[src/rtl/lfsr_victim_sel_pkg.sv]
// Shared types and the maximal-length tap table for the LFSR victim selector.
package lfsr_victim_sel_pkg;

    typedef enum logic [1:0] {
        StIdle = 2'd0,
        StDraw = 2'd1,
        StResp = 2'd2
    } state_e;

    // Bit (w-1) is the constant term; each extra polynomial exponent t lands on bit (w-1-t).
    function automatic logic [31:0] tap_mask(input int unsigned w, input int unsigned a,
                                             input int unsigned b, input int unsigned c);
        logic [31:0] m;
        m = '0;
        m[5'(w - 1)] = 1'b1;
        if (a != 0) m[5'(w - 1 - a)] = 1'b1;
        if (b != 0) m[5'(w - 1 - b)] = 1'b1;
        if (c != 0) m[5'(w - 1 - c)] = 1'b1;
        return m;
    endfunction

    function automatic logic [31:0] lfsr_taps(input int unsigned w);
        case (w)
            4:       return tap_mask(w, 3, 0, 0);
            5:       return tap_mask(w, 3, 0, 0);
            6:       return tap_mask(w, 5, 0, 0);
            7:       return tap_mask(w, 6, 0, 0);
            8:       return tap_mask(w, 6, 5, 4);
            9:       return tap_mask(w, 5, 0, 0);
            10:      return tap_mask(w, 7, 0, 0);
            11:      return tap_mask(w, 9, 0, 0);
            12:      return tap_mask(w, 6, 4, 1);
            13:      return tap_mask(w, 4, 3, 1);
            14:      return tap_mask(w, 5, 3, 1);
            15:      return tap_mask(w, 14, 0, 0);
            16:      return tap_mask(w, 15, 13, 4);
            17:      return tap_mask(w, 14, 0, 0);
            18:      return tap_mask(w, 11, 0, 0);
            19:      return tap_mask(w, 6, 2, 1);
            20:      return tap_mask(w, 17, 0, 0);
            21:      return tap_mask(w, 19, 0, 0);
            22:      return tap_mask(w, 21, 0, 0);
            23:      return tap_mask(w, 18, 0, 0);
            24:      return tap_mask(w, 23, 22, 17);
            25:      return tap_mask(w, 22, 0, 0);
            26:      return tap_mask(w, 6, 2, 1);
            27:      return tap_mask(w, 5, 2, 1);
            28:      return tap_mask(w, 25, 0, 0);
            29:      return tap_mask(w, 27, 0, 0);
            30:      return tap_mask(w, 6, 4, 1);
            31:      return tap_mask(w, 28, 0, 0);
            32:      return tap_mask(w, 22, 2, 1);
            default: return 32'h0000_0009;
        endcase
    endfunction

endpackage

[src/rtl/lfsr_victim_sel_if.sv]
// Request/response handshake between a miss handler (master) and the victim selector (slave).
interface lfsr_victim_sel_if #(
    parameter int unsigned NumWays = 8
) ();
    localparam int unsigned WayW = $clog2(NumWays);

    logic                req_valid;
    logic                req_ready;
    logic [NumWays-1:0]  mask;
    logic                rsp_valid;
    logic                rsp_ready;
    logic [NumWays-1:0]  rsp_way_oh;
    logic [WayW-1:0]     rsp_way_bin;
    logic                rsp_fallback;

    modport master (
        output req_valid, mask, rsp_ready,
        input  req_ready, rsp_valid, rsp_way_oh, rsp_way_bin, rsp_fallback
    );

    modport slave (
        input  req_valid, mask, rsp_ready,
        output req_ready, rsp_valid, rsp_way_oh, rsp_way_bin, rsp_fallback
    );
endinterface

[src/rtl/lfsr_victim_sel_lzc.sv]
// Zero counter: Mode=1 counts trailing zeros (index of lowest set bit), Mode=0 leading zeros.
module lfsr_victim_sel_lzc #(
    parameter int unsigned Width = 8,
    parameter bit          Mode  = 1'b1
) (
    input  logic [Width-1:0]         data,
    output logic [$clog2(Width)-1:0] cnt_c
);
    localparam int unsigned CntW = $clog2(Width);

    // All-zero input yields zero; callers guard that case themselves.
    always_comb begin
        cnt_c = '0;
        if (Mode) begin
            for (int i = Width - 1; i >= 0; i--) begin
                if (data[i]) cnt_c = CntW'(i);
            end
        end else begin
            for (int i = 0; i < Width; i++) begin
                if (data[i]) cnt_c = CntW'(Width - 1 - i);
            end
        end
    end
endmodule

[src/rtl/lfsr_victim_sel.sv]
// LFSR-based victim way selector with eligibility mask and bounded-retry fallback
// to the lowest eligible way.
module lfsr_victim_sel
    import lfsr_victim_sel_pkg::*;
#(
    parameter int unsigned          LfsrWidth  = 16,
    parameter int unsigned          NumWays    = 8,
    parameter logic [LfsrWidth-1:0] Seed       = 'h1,
    parameter int unsigned          MaxRetries = 4
) (
    input  logic                 clk_i,
    input  logic                 rst_i,
    input  logic                 clr_i,
    input  logic                 seed_load_i,
    input  logic [LfsrWidth-1:0] seed_i,
    input  logic                 en_i,
    lfsr_victim_sel_if.slave     bus,
    output logic [LfsrWidth-1:0] lfsr_o
);
    localparam int unsigned          WayW = $clog2(NumWays);
    localparam int unsigned          CntW = $clog2(MaxRetries + 1);
    localparam logic [LfsrWidth-1:0] Taps = LfsrWidth'(lfsr_taps(LfsrWidth));

    state_e               state_q, state_d;
    logic [LfsrWidth-1:0] lfsr_q, lfsr_step;
    logic [NumWays-1:0]   mask_q, mask_d;
    logic [NumWays-1:0]   oh_q, oh_d;
    logic [WayW-1:0]      bin_q, bin_d;
    logic [WayW-1:0]      idx, low_idx;
    logic [CntW-1:0]      cnt_q, cnt_d;
    logic                 fb_q, fb_d;
    logic                 req_ready_q, req_ready_d;
    logic                 rsp_valid_q, rsp_valid_d;
    logic                 draw, hit;

    assign lfsr_step = {lfsr_q[LfsrWidth-2:0], ^(lfsr_q & Taps)};
    assign idx       = lfsr_q[WayW-1:0];
    // Draws that land beyond NumWays (non power-of-two way counts) count as misses.
    assign hit       = ({1'b0, idx} < (WayW + 1)'(NumWays)) && mask_q[idx];

    lfsr_victim_sel_lzc #(
        .Width (NumWays),
        .Mode  (1'b1)
    ) u_lzc (
        .data  (mask_q),
        .cnt_c (low_idx)
    );

    // LFSR: a draw and en_i together still advance only one step.
    always_ff @(posedge clk_i) begin
        if (rst_i) begin
            lfsr_q <= Seed;
        end else if (clr_i) begin
            lfsr_q <= Seed;
        end else if (seed_load_i) begin
            lfsr_q <= (seed_i == '0) ? Seed : seed_i;
        end else if (en_i || draw) begin
            lfsr_q <= lfsr_step;
        end
    end

    always_ff @(posedge clk_i) begin
        if (rst_i) begin
            state_q     <= StIdle;
            mask_q      <= '0;
            cnt_q       <= '0;
            oh_q        <= '0;
            bin_q       <= '0;
            fb_q        <= 1'b0;
            req_ready_q <= 1'b1;
            rsp_valid_q <= 1'b0;
        end else begin
            state_q     <= state_d;
            mask_q      <= mask_d;
            cnt_q       <= cnt_d;
            oh_q        <= oh_d;
            bin_q       <= bin_d;
            fb_q        <= fb_d;
            req_ready_q <= req_ready_d;
            rsp_valid_q <= rsp_valid_d;
        end
    end

    always_comb begin
        state_d = state_q;
        mask_d  = mask_q;
        cnt_d   = cnt_q;
        oh_d    = oh_q;
        bin_d   = bin_q;
        fb_d    = fb_q;
        draw    = 1'b0;

        unique case (state_q)
            StIdle: begin
                if (bus.req_valid) begin
                    mask_d = bus.mask;
                    cnt_d  = '0;
                    if (bus.mask == '0) begin
                        oh_d    = '0;
                        bin_d   = '0;
                        fb_d    = 1'b1;
                        state_d = StResp;
                    end else begin
                        state_d = StDraw;
                    end
                end
            end
            StDraw: begin
                draw = 1'b1;
                if (hit) begin
                    oh_d    = NumWays'(1) << idx;
                    bin_d   = idx;
                    fb_d    = 1'b0;
                    state_d = StResp;
                end else begin
                    cnt_d = cnt_q + CntW'(1);
                    if (cnt_q == CntW'(MaxRetries - 1)) begin
                        oh_d    = NumWays'(1) << low_idx;
                        bin_d   = low_idx;
                        fb_d    = 1'b1;
                        state_d = StResp;
                    end
                end
            end
            StResp: begin
                if (bus.rsp_ready) state_d = StIdle;
            end
            default: state_d = StIdle;
        endcase

        req_ready_d = (state_d == StIdle);
        rsp_valid_d = (state_d == StResp);
    end

    assign bus.req_ready    = req_ready_q;
    assign bus.rsp_valid    = rsp_valid_q;
    assign bus.rsp_way_oh   = oh_q;
    assign bus.rsp_way_bin  = bin_q;
    assign bus.rsp_fallback = fb_q;
    assign lfsr_o           = lfsr_q;

endmodule

[src/flat_wrapper.sv]
// flat-port wrapper written by rule: the top's interface ports become plain ports
module lfsr_victim_sel_flat import lfsr_victim_sel_pkg::*;
#(
    parameter int unsigned          LfsrWidth  = 16,
    parameter int unsigned          NumWays    = 8,
    parameter logic [LfsrWidth-1:0] Seed       = 'h1,
    parameter int unsigned          MaxRetries = 4
)
  (clk_i, rst_i, clr_i, seed_load_i, seed_i, en_i, lfsr_o, bus_req_valid, bus_mask, bus_rsp_ready, bus_req_ready, bus_rsp_valid, bus_rsp_way_oh, bus_rsp_way_bin, bus_rsp_fallback);
  lfsr_victim_sel_if #(.NumWays(NumWays)) bus_i ();
  input  logic clk_i;
  input  logic rst_i;
  input  logic clr_i;
  input  logic seed_load_i;
  input  logic [LfsrWidth-1:0] seed_i;
  input  logic en_i;
  output logic [LfsrWidth-1:0] lfsr_o;
  input wire logic [$bits(bus_i.req_valid)-1:0] bus_req_valid;
  input wire logic [$bits(bus_i.mask)-1:0] bus_mask;
  input wire logic [$bits(bus_i.rsp_ready)-1:0] bus_rsp_ready;
  output wire logic [$bits(bus_i.req_ready)-1:0] bus_req_ready;
  output wire logic [$bits(bus_i.rsp_valid)-1:0] bus_rsp_valid;
  output wire logic [$bits(bus_i.rsp_way_oh)-1:0] bus_rsp_way_oh;
  output wire logic [$bits(bus_i.rsp_way_bin)-1:0] bus_rsp_way_bin;
  output wire logic [$bits(bus_i.rsp_fallback)-1:0] bus_rsp_fallback;
  assign bus_i.req_valid = bus_req_valid;
  assign bus_i.mask = bus_mask;
  assign bus_i.rsp_ready = bus_rsp_ready;
  assign bus_req_ready = bus_i.req_ready;
  assign bus_rsp_valid = bus_i.rsp_valid;
  assign bus_rsp_way_oh = bus_i.rsp_way_oh;
  assign bus_rsp_way_bin = bus_i.rsp_way_bin;
  assign bus_rsp_fallback = bus_i.rsp_fallback;
  lfsr_victim_sel #(.LfsrWidth(LfsrWidth), .NumWays(NumWays), .Seed(Seed), .MaxRetries(MaxRetries)) u_core (.clk_i(clk_i), .rst_i(rst_i), .clr_i(clr_i), .seed_load_i(seed_load_i), .seed_i(seed_i), .en_i(en_i), .bus(bus_i), .lfsr_o(lfsr_o));
endmodule
[config.mk]
export PLATFORM = sky130hd
export DESIGN_NAME = lfsr_victim_sel_flat
export DESIGN_NICKNAME = d
export VERILOG_FILES = /design/src/rtl/lfsr_victim_sel_pkg.sv /design/src/rtl/lfsr_victim_sel_if.sv /design/src/rtl/lfsr_victim_sel_lzc.sv /design/src/rtl/lfsr_victim_sel.sv /design/src/flat_wrapper.sv
export SDC_FILE = /design/constraint.sdc
export NUM_CORES = 1
export LEC_CHECK = 0
export ABC_AREA = 1
export CAP_MARGIN = 20
export CORE_ASPECT_RATIO = 2
export CORE_MARGIN = 2
export CORE_UTILIZATION = 40
export CTS_CLUSTER_DIAMETER = 50
export CTS_CLUSTER_SIZE = 24
export DETAILED_ROUTE_END_ITERATION = 8
export PLACE_DENSITY_LB_ADDON = 0.12
export SLEW_MARGIN = 15
export SYNTH_ARGS = -nofsm -noshare
export SYNTH_HDL_FRONTEND = slang
export SYNTH_SLANG_ARGS = --single-unit
export TNS_END_PERCENT = 30
[constraint.sdc]
create_clock -name clk_i -period 1.32 [get_ports clk_i]
set_input_delay 0.264 -clock clk_i [delete_from_list [all_inputs] [get_ports clk_i]]
set_output_delay 0.264 -clock clk_i [all_outputs]
set_load 0.05 [all_outputs]
==> results.toml <==
[sta]
final.setup.worst_slack_ps = -203
fin_skew_ps = 4.64
period_share_pct = 115
finalHoldViolCount = 0
setup_viol = 29
rsz0062_at_grt = "yes"
min_period_ps = 1520
clock.fmax_ghz = 0.657
setup_tns_ps = -2440
tightest_slew_ps = 465
slew_headroom_pct = 69.0
maxSlewViolCount = 0

[die]
fp.dieH_um = 107
core_area_sq_mm = 0.00514
io_pins = 61
dieArea_sq_mm = 0.00592
die_w_um = 55.4
initial_utilization_pct = 41.1
fp-row-count = 37

[drt]
drt_iter0_markers = 57
highest_layer = "met4"
wl_um = 6430
post_drt_via_cell_ratio = 5.20
ant_nets = 0
wl_met2_um = 3970
num_vias = 2363
met3_wirelength_um = 236
wl_per_cell_um = 14.2
wl_met1_um = 2100
drc = 0
dr.pass1.iters = 4

[critical_path]
r2r_start = "u_core.lfsr_o[0]"
cp_max_fo = 7
r2r-end = "u_core.bus.rsp_way_oh[0]"
arrival_ps = 1760
startpoint_type = "register"
reg2regPathDepth = 10
crit_type = "register to register"
worstPathRequired_ps = 1560
critPathCaptureType = "register"
r2r_setup_slack_ps = -200

[placement]
pre_cts_slack_ps = -516
routabilityCongestion = 0.863
dpl.cell_count = 442
dp_hpwl_um = 4760
placed_cell_area_sq_mm = 0.00333
portBuffers = 60

[logic_synthesis]
synth_area_sq_mm = 0.00211
yosys.area.top_type = "dfxtp_1"
synth_cell_types = 29
syn_nets = 328
yosys_register_bits = 43
yosysTopAreaCellShare_pct = 40.7
ys_top_cells_by_area = "dfxtp_1 41%, a21oi_1 11%, nand2_1 11%"
synthCells = 295
synth.avg_cell_area_sq_um = 7.16
seq_area_frac_synth_pct = 40.7
yosysWarnings = 0

[final_layout]
final_cell_count_no_fill = 454
fin_nets = 428
final_common_cell = "nand2_1"
antenna_cells = 0
fin_util_pct = 71.4
final_area_sq_mm = 0.00367
drive_gt1_share_pct = 37.4
layout_common_cells = "49 x nand2_1, 44 x a21oi_1, 42 x buf_4"
syn2layout_area_growth_pct = 73.7

[outcome]
status = "finished with violations"
violations = "negative setup slack"

[clock_tree]
clockRootBuffer = "clkbuf_8"
htreeDepth = 2
clk_pin_slew_ps = 90
clock-sinks = 43
clock_path_buffers = 2
hold_buffers = 0
cts_buffers = 5
clock_latency_ps = 300
cts_tree = "built"

[grt]
grt_overflow = 0
grt_pass1_vias = 2275
grt_use_total_pct = 21.3
grt_pass1_wl_um = 9980
antenna_found_initial = 0
grt_max_degree = 20

[min_path]
worstHoldStart = "bus_mask[5]"
hold_end = "u_core.mask_q[5]"
hold_path.class = "input pin to register"
hold_depth = 3

[power_and_ir_drop]
ir_drop_v = 0.000851
power.density_mw_per_mm2 = 1040
p_leak_nw = 1.51

[job]
drv_cap = 0
area by class of cell:
| type | instances | area (sq um) |
|---|---|---|
| fillers | 398 | 1470 |
| multi-input cells | 217 | 1290 |
| repair buffers | 102 | 1210 |
| flip-flops and latches | 43 | 870 |
| inverters | 26 | 108 |
| clock buffers | 7 | 97.6 |
| well taps | 58 | 72.6 |
| clock inverters | 1 | 30.0 |
Yosys cell counts:
master,number
nor2_1,25
nor3_1,4
o21ai_0,29
o21ai_2,2
a21oi_1,47
inv_6,1
buf_6,1
dfxtp_1,43
a22oi_1,1
xor2_1,1
inv_2,2
ha_1,2
a21oi_2,6
inv_1,22
nand2_4,2
buf_12,1
nand3_4,1
o221ai_1,1
inv_4,1
a31oi_1,1
nor2_2,3
nor3_2,1
clkbuf_1,8
nand2_1,60
nand3_1,15
xnor2_1,2
o21ai_1,1
nand2_2,11
buf_2,1
layer usage:
layer,track usage [%],up-vias
met3,3.50,10
met2,43.6,56
li1,-,1173
met5,0,-
met4,9.23,0
met1,19.4,1124
report_power, final:
group / internal [mW] / switching, mW
Combinational: 0.529 / 0.691
Sequential: 1.37 / 0.0736
Clock: 0.681 / 0.489
worst max-delay path, stage by stage (launching register included):
cell	delay (ps)
dfxtp_4	410
clkinv_4	90
nand2_1	70
nand3_1	60
nand2_1	100
nand2_4	90
nand3_4	100
nand2_4	80
nor2_4	200
nand3_2	130
a21oi_2	150
sequential cells by signal (all words and copies together), names as in the netlist:
| signal | cells |
|---|---|
| u_core.lfsr_o | 16 |
| u_core.bus.rsp_valid | 1 |
| u_core.bus.req_ready | 1 |
| u_core.bus.rsp_way_bin | 3 |
| u_core.bus.rsp_fallback | 1 |
| u_core.bus.rsp_way_oh | 8 |
| u_core.cnt_q | 3 |
| u_core.mask_q | 8 |
| u_core.state_q | 2 |
cells by family (layout without fill, tap and decap cells):
| kind of cell | count (synthesis) | in the layout | share of synthesized area [%] |
|---|---|---|---|
| adder cells (fa/ha/maj) | 2 | 2 | 1.18 |
| AO/OA/AOI/OAI | 88 | 88 | 22.6 |
| buffers and inverters | 37 | 136 | 8.11 |
| AND/OR/NAND/NOR | 122 | 124 | 26.1 |
| XOR/XNOR | 3 | 3 | 1.24 |
| flip-flops | 43 | 43 | 40.7 |
metrics by stage:
step,hold slack [ps],power [mW]
6_report,399,3.83
5_1_grt,439,3.99
3_3_place_gp,475,2.52
3_5_place_dp,486,2.54
2_1_floorplan,388,2.02
4_1_cts,409,3.73
how the worst max path moves through the flow:
stage,end,start,cells after the start,slack [ps]
6_report,u_core.bus.rsp_way_oh[0],u_core.lfsr_o[0],10,-200
2_1_floorplan,u_core.bus.rsp_way_oh[3],u_core.lfsr_o[0],13,-230
4_1_cts,u_core.bus.rsp_way_oh[0],u_core.lfsr_o[0],11,-120
5_1_grt,u_core.bus.rsp_way_oh[4],u_core.lfsr_o[0],10,-320
3_5_place_dp,u_core.bus.rsp_way_oh[5],bus_mask[0],10,-520
3_3_place_gp,u_core.bus.rsp_way_oh[6],bus_mask[0],10,-480
what timing repair did:
item                       CTS  global route
pin swaps                   14            16
hold endpoints to repair     0             0
setup endpoints to repair   23            35
gates cloned                 2             0
setup buffers                0             2
gates resized for setup     24            36
(Power assumes the default switching activity.)
